==> src/rtl/cross_entropy_grad_inverse_pkg.sv <==
// ce_pkg: shared fixed-point constants, types and FSM states for the cross-entropy gradient blocks
package ce_pkg;
  localparam int FRAC_BITS = 12;
  localparam int ONE = 1 << FRAC_BITS;
  localparam int IN_W = 13;
  localparam int OUT_W = 12;
  localparam int REM_W = IN_W + 1;
  localparam int CNT_W = 4;
  typedef logic signed [IN_W-1:0] grad_t;
  typedef logic [OUT_W-1:0] prob_t;
  typedef logic [IN_W-1:0] div_t;
  typedef enum logic [1:0] {IDLE, CALC, DONE} state_t;
  // forward table code g = -floor(ONE/p); p==0 maps to the most negative code
  function automatic grad_t grad_of_prob(prob_t p);
    return (p == '0) ? grad_t'(-ONE) : grad_t'(-(ONE / int'(p)));
  endfunction
endpackage

==> src/rtl/cross_entropy_grad_inverse_if.sv <==
// cross_entropy_grad_inverse_if: gradient-in / probability-out valid-ready bus
interface cross_entropy_grad_inverse_if;
  import ce_pkg::*;
  logic in_valid, in_ready, out_valid, out_ready, sat, err;
  grad_t grad;
  prob_t prob;
  modport master (output in_valid, grad, out_ready, input in_ready, out_valid, prob, sat, err);
  modport slave (input in_valid, grad, out_ready, output in_ready, out_valid, prob, sat, err);
endinterface

==> src/rtl/cross_entropy_grad_inverse_restoring_div_step.sv <==
// restoring_div_step: one combinational restoring-division iteration on {rem, quo} by m
module restoring_div_step
  import ce_pkg::*;
(
  input  logic [REM_W-1:0] rem,
  input  div_t             quo,
  input  div_t             m,
  output logic [REM_W-1:0] rem_next,
  output div_t             quo_next
);
  logic [REM_W:0] shifted;
  logic [REM_W-1:0] diff;
  logic ge;
  always_comb begin
    shifted = {rem, quo[IN_W-1]};
    ge = shifted >= {2'b0, m};
    diff = shifted[REM_W-1:0] - {1'b0, m};
    rem_next = ge ? diff : shifted[REM_W-1:0];
    quo_next = {quo[IN_W-2:0], ge};
  end
endmodule

==> src/rtl/cross_entropy_grad_inverse.sv <==
// cross_entropy_grad_inverse: recovers p = floor(4096/|g|) from a gradient code with a bit-serial divider
module cross_entropy_grad_inverse
  import ce_pkg::*;
(
  input logic clk,
  input logic reset,
  cross_entropy_grad_inverse_if.slave bus
);
  state_t state, state_nx;
  logic [REM_W-1:0] rem, rem_nx;
  div_t quo, quo_nx, m;
  logic [CNT_W-1:0] cnt;
  prob_t prob_r;
  logic sat_r, err_r, accept, last;
  assign accept = bus.in_valid && bus.in_ready;
  assign last = cnt == CNT_W'(IN_W - 1);
  assign bus.prob = prob_r;
  assign bus.sat = sat_r;
  assign bus.err = err_r;
  restoring_div_step u_step (
    .rem(rem), .quo(quo), .m(m), .rem_next(rem_nx), .quo_next(quo_nx)
  );
  always_ff @(posedge clk) state <= reset ? IDLE : state_nx;
  always_comb begin
    state_nx = state;
    unique case (state)
      IDLE: state_nx = !accept ? IDLE : bus.grad[IN_W-1] ? CALC : DONE;
      CALC: state_nx = last ? DONE : CALC;
      DONE: state_nx = bus.out_ready ? IDLE : DONE;
      default: state_nx = IDLE;
    endcase
  end
  always_comb begin
    bus.in_ready = state == IDLE;
    bus.out_valid = state == DONE;
  end
  // a quotient of 4096 (m==1) has its MSB set and is clamped to the largest code
  always_ff @(posedge clk) begin
    if (reset) begin
      rem <= '0;
      quo <= '0;
      m <= '0;
      cnt <= '0;
      prob_r <= '0;
      sat_r <= 1'b0;
      err_r <= 1'b0;
    end else if (accept) begin
      m <= div_t'(-bus.grad);
      rem <= '0;
      quo <= div_t'(ONE);
      cnt <= '0;
      if (!bus.grad[IN_W-1]) begin
        prob_r <= '1;
        sat_r <= 1'b0;
        err_r <= 1'b1;
      end
    end else if (state == CALC) begin
      rem <= rem_nx;
      quo <= quo_nx;
      cnt <= cnt + 1'b1;
      if (last) begin
        prob_r <= quo_nx[IN_W-1] ? '1 : quo_nx[OUT_W-1:0];
        sat_r <= quo_nx[IN_W-1];
        err_r <= 1'b0;
      end
    end
  end
endmodule

==> src/flat_wrapper.sv <==
// flat-port wrapper written by rule: the top's interface ports become plain ports
module cross_entropy_grad_inverse_flat import ce_pkg::*;
  (clk, reset, bus_in_valid, bus_grad, bus_out_ready, bus_in_ready, bus_out_valid, bus_prob, bus_sat, bus_err);
  cross_entropy_grad_inverse_if bus_i ();
  input logic clk;
  input logic reset;
  input wire logic [$bits(bus_i.in_valid)-1:0] bus_in_valid;
  input wire logic [$bits(bus_i.grad)-1:0] bus_grad;
  input wire logic [$bits(bus_i.out_ready)-1:0] bus_out_ready;
  output wire logic [$bits(bus_i.in_ready)-1:0] bus_in_ready;
  output wire logic [$bits(bus_i.out_valid)-1:0] bus_out_valid;
  output wire logic [$bits(bus_i.prob)-1:0] bus_prob;
  output wire logic [$bits(bus_i.sat)-1:0] bus_sat;
  output wire logic [$bits(bus_i.err)-1:0] bus_err;
  assign bus_i.in_valid = bus_in_valid;
  assign bus_i.grad = bus_grad;
  assign bus_i.out_ready = bus_out_ready;
  assign bus_in_ready = bus_i.in_ready;
  assign bus_out_valid = bus_i.out_valid;
  assign bus_prob = bus_i.prob;
  assign bus_sat = bus_i.sat;
  assign bus_err = bus_i.err;
  cross_entropy_grad_inverse u_core (.clk(clk), .reset(reset), .bus(bus_i));
endmodule
==> config.mk <==
export PLATFORM = sky130hd
export DESIGN_NAME = cross_entropy_grad_inverse_flat
export DESIGN_NICKNAME = d
export VERILOG_FILES = /design/src/rtl/cross_entropy_grad_inverse_pkg.sv /design/src/rtl/cross_entropy_grad_inverse_if.sv /design/src/rtl/cross_entropy_grad_inverse_restoring_div_step.sv /design/src/rtl/cross_entropy_grad_inverse.sv /design/src/flat_wrapper.sv
export SDC_FILE = /design/constraint.sdc
export NUM_CORES = 1
export LEC_CHECK = 0
export CORE_MARGIN = 2
export CORE_UTILIZATION = 50
export DETAILED_ROUTE_END_ITERATION = 8
export PLACE_DENSITY_LB_ADDON = 0.3
export SETUP_SLACK_MARGIN = 0.1
export SLEW_MARGIN = 20
export SYNTH_ARGS = -nofsm -noshare
export SYNTH_HDL_FRONTEND = slang
export SYNTH_SLANG_ARGS = --single-unit
export TNS_END_PERCENT = 100
==> constraint.sdc <==
create_clock -name clk -period 2.6 [get_ports clk]
set_clock_uncertainty 0.15 [all_clocks]
set_input_delay 0.52 -clock clk [delete_from_list [all_inputs] [get_ports clk]]
set_output_delay 0.52 -clock clk [all_outputs]
set_load 0.005 [all_outputs]
==> run summary <==
DR WL/cell: 14.7 um
GRT Util Overall: 22.8%
largest net degree at the start of global routing: 25
Synth area leaders: dfxtp_1, a21oi_1, ha_1, nand2_1, nor2_1
Non-Filler Instances: 548
Fin Hold WS: 313 ps
drt pass-1 iters: 5
worst rel slew slack: 66.0%
initial antenna violation count: 0
core box area: 6280 um2
clock sinks: 60
Syn Inst Count: 410
fin crit share: 94.2%
initial core utilization: 51.2%
register bit total from synthesis: 60
Synth cell types: 51
status: finished, final reports clean
Seq/Total Area, Yosys: 37.4%
Final Power: 2.58 mW
Critical Path RT: 2660 ps
Util after Layout: 65.1%
most common cell in the netlist: dfxtp_1
CTS buffer count: 9
Ports: 33
placed insts: 527
Root Driver: clkbuf_8
site row count: 29
Worst VDD drop: 0.384 mV
PwrDens: 632 nW/um2
fin worst setup slack: 151 ps
Clock Pin Slew Worst Setup and Hold Paths: 70 ps
Die H: 84.2 um
die width: 84.2 um
max_cap viols: 0
cell area after layout: 4080 um2
area leader, netlist: dfxtp_1
CP max FO: 3
Area after DPL: 3760 um2
number of fillers in the final layout: 527
Tmin final: 2450 ps
diode count: 0
ys async rst share: 0%
multi-input logic area: 1950 um2
Nets: 500
Top FF cell, synth: dfxtp_1
syn nets: 444
highest clock rate: 408 MHz
final setup fails: 0
Syn Area/Cell: 7.84 um2
crit path launch type: register
pre-CTS setup slack: -20.7 ps
Synth Cell Area: 3210 um2
DRT iter0 DRCs: 187
Overflow after GRT: 0
CTS tree: yes
vias: 3132
Detail Placement HPWL: 5750 um
Setup TNS: 0 ps
WS Path Type: register to register
Area growth syn-to-layout: 27.1%
Worst Hold Class: register to register
Worst Path Arrival: 2510 ps
IO buf count: 32
clock buffer depth: 2
DRC: 0
list of most frequent post-synthesis cells: dfxtp_1, nand2_1, nor2_1, a21oi_1, inv_1
CP endpoint kind: register
yosys warns: 0
clock latency on the worst-skew pair: 340 ps
Post-synth EDFFs: 0
routed wire length: 8080 um
Clock H-tree levels: 3
antenna viol nets, final: 0
Via-to-Cell Ratio: 5.72
unrepaired setup endpoints after global routing: yes
final RePlAce weighted congestion: 0.925
Final Hold Viols: 0
Final Slew Violations: 0
die footprint: 7080 um2
register area: 1200 um2
share of layout cells above drive strength 1: 15.5%
Pleak: 1.55 nW
vias in the first global route: 2855
Synth top area share: 37.4%
first-pass GRT wire length: 13200 um
Worst Tran Pin Value: 504 ps
CTS Hold Bufs: 0
## power by group
group          leakage [nW]  switching, mW  total, mW  internal (mW)
registers             0.490         0.0314      0.997          0.965
clock network        0.0860          0.392      0.742          0.349
logic                 0.975          0.448      0.843          0.395
total                  1.55          0.872       2.58           1.71
## layout make-up
cell class / instances / area share, %
Clock inverter: 7 / 1.26
Sequential cell: 60 / 29.5
Multi-Input combinational cell: 308 / 47.9
Timing Repair Buffer: 66 / 14.1
Clock buffer: 9 / 3.03
Inverter: 21 / 1.93
Tap cell: 77 / 2.36
## final timing paths
kind,slack [ps],from,to,cells after the start
setup / recovery,150,u_core.quo[12]$_SDFFE_PP0N_,u_core.rem[8]$_SDFFE_PP0P_,9
hold / removal,310,u_core.m[12]$_SDFFE_PP0P_,u_core.m[12]$_SDFFE_PP0P_,2
setup reg to reg,150,u_core.quo[12]$_SDFFE_PP0N_,u_core.rem[8]$_SDFFE_PP0P_,9
hold reg to reg,310,u_core.m[12]$_SDFFE_PP0P_,u_core.m[12]$_SDFFE_PP0P_,2
## logic make-up after synthesis
kind of cell    share of synthesized area, %
xor+xnor                                4.36
simple gates                            22.0
compound gates                          22.5
buf+inv                                 5.34
fa+ha+maj                               6.85
mux                                     1.60
flops                                   37.4
## routing by layer
metal / vias to the layer above / wire [um] / global-route usage, %
met2: 111 / 3710 / 35.2
li1: 1564 / - / -
met1: 1446 / 3750 / 31.5
met5: - / 0 / 0
met4: 0 / 97 / 8.50
met3: 11 / 517 / 4.92
## state kept, by name, summed over array words and instances, names as in the netlist
register,count
u_core.bus.err,1
u_core.quo,13
u_core.state,2
u_core.m,13
u_core.cnt,4
u_core.rem,14
u_core.bus.sat,1
u_core.bus.prob,12
## cells in the final DEF (no fill, tap or decap), drive strengths merged, types with 10 or more instances in the layout
cell type and n:
inv 23, o22ai 12, ha 16, clkdlybuf4s50 32
nand3 10, o21ai 18, xnor2 11, nand2 53
nor2 49, a21oi 47, buf 34, dfxtp 60
## worst max-delay path, cell delays in order, from the launching register on
cell and delay [ps]:
dfxtp_2 340, inv_1 40, ha_1 200, fa_1 400
nand2b_1 210, a211oi_2 280, o211ai_1 180, nand3_1 110
nor4b_1 310, nor3_1 100
## timing repair
item | 4_1_cts | 5_1_grt
pin swaps | 0 | 7
buffers inserted | 0 | 4
setup endpoints to repair | 1 | 8
gates cloned | 0 | 1
gates resized for setup | 1 | 17
Note: power is estimated with default switching activity, not from simulation.
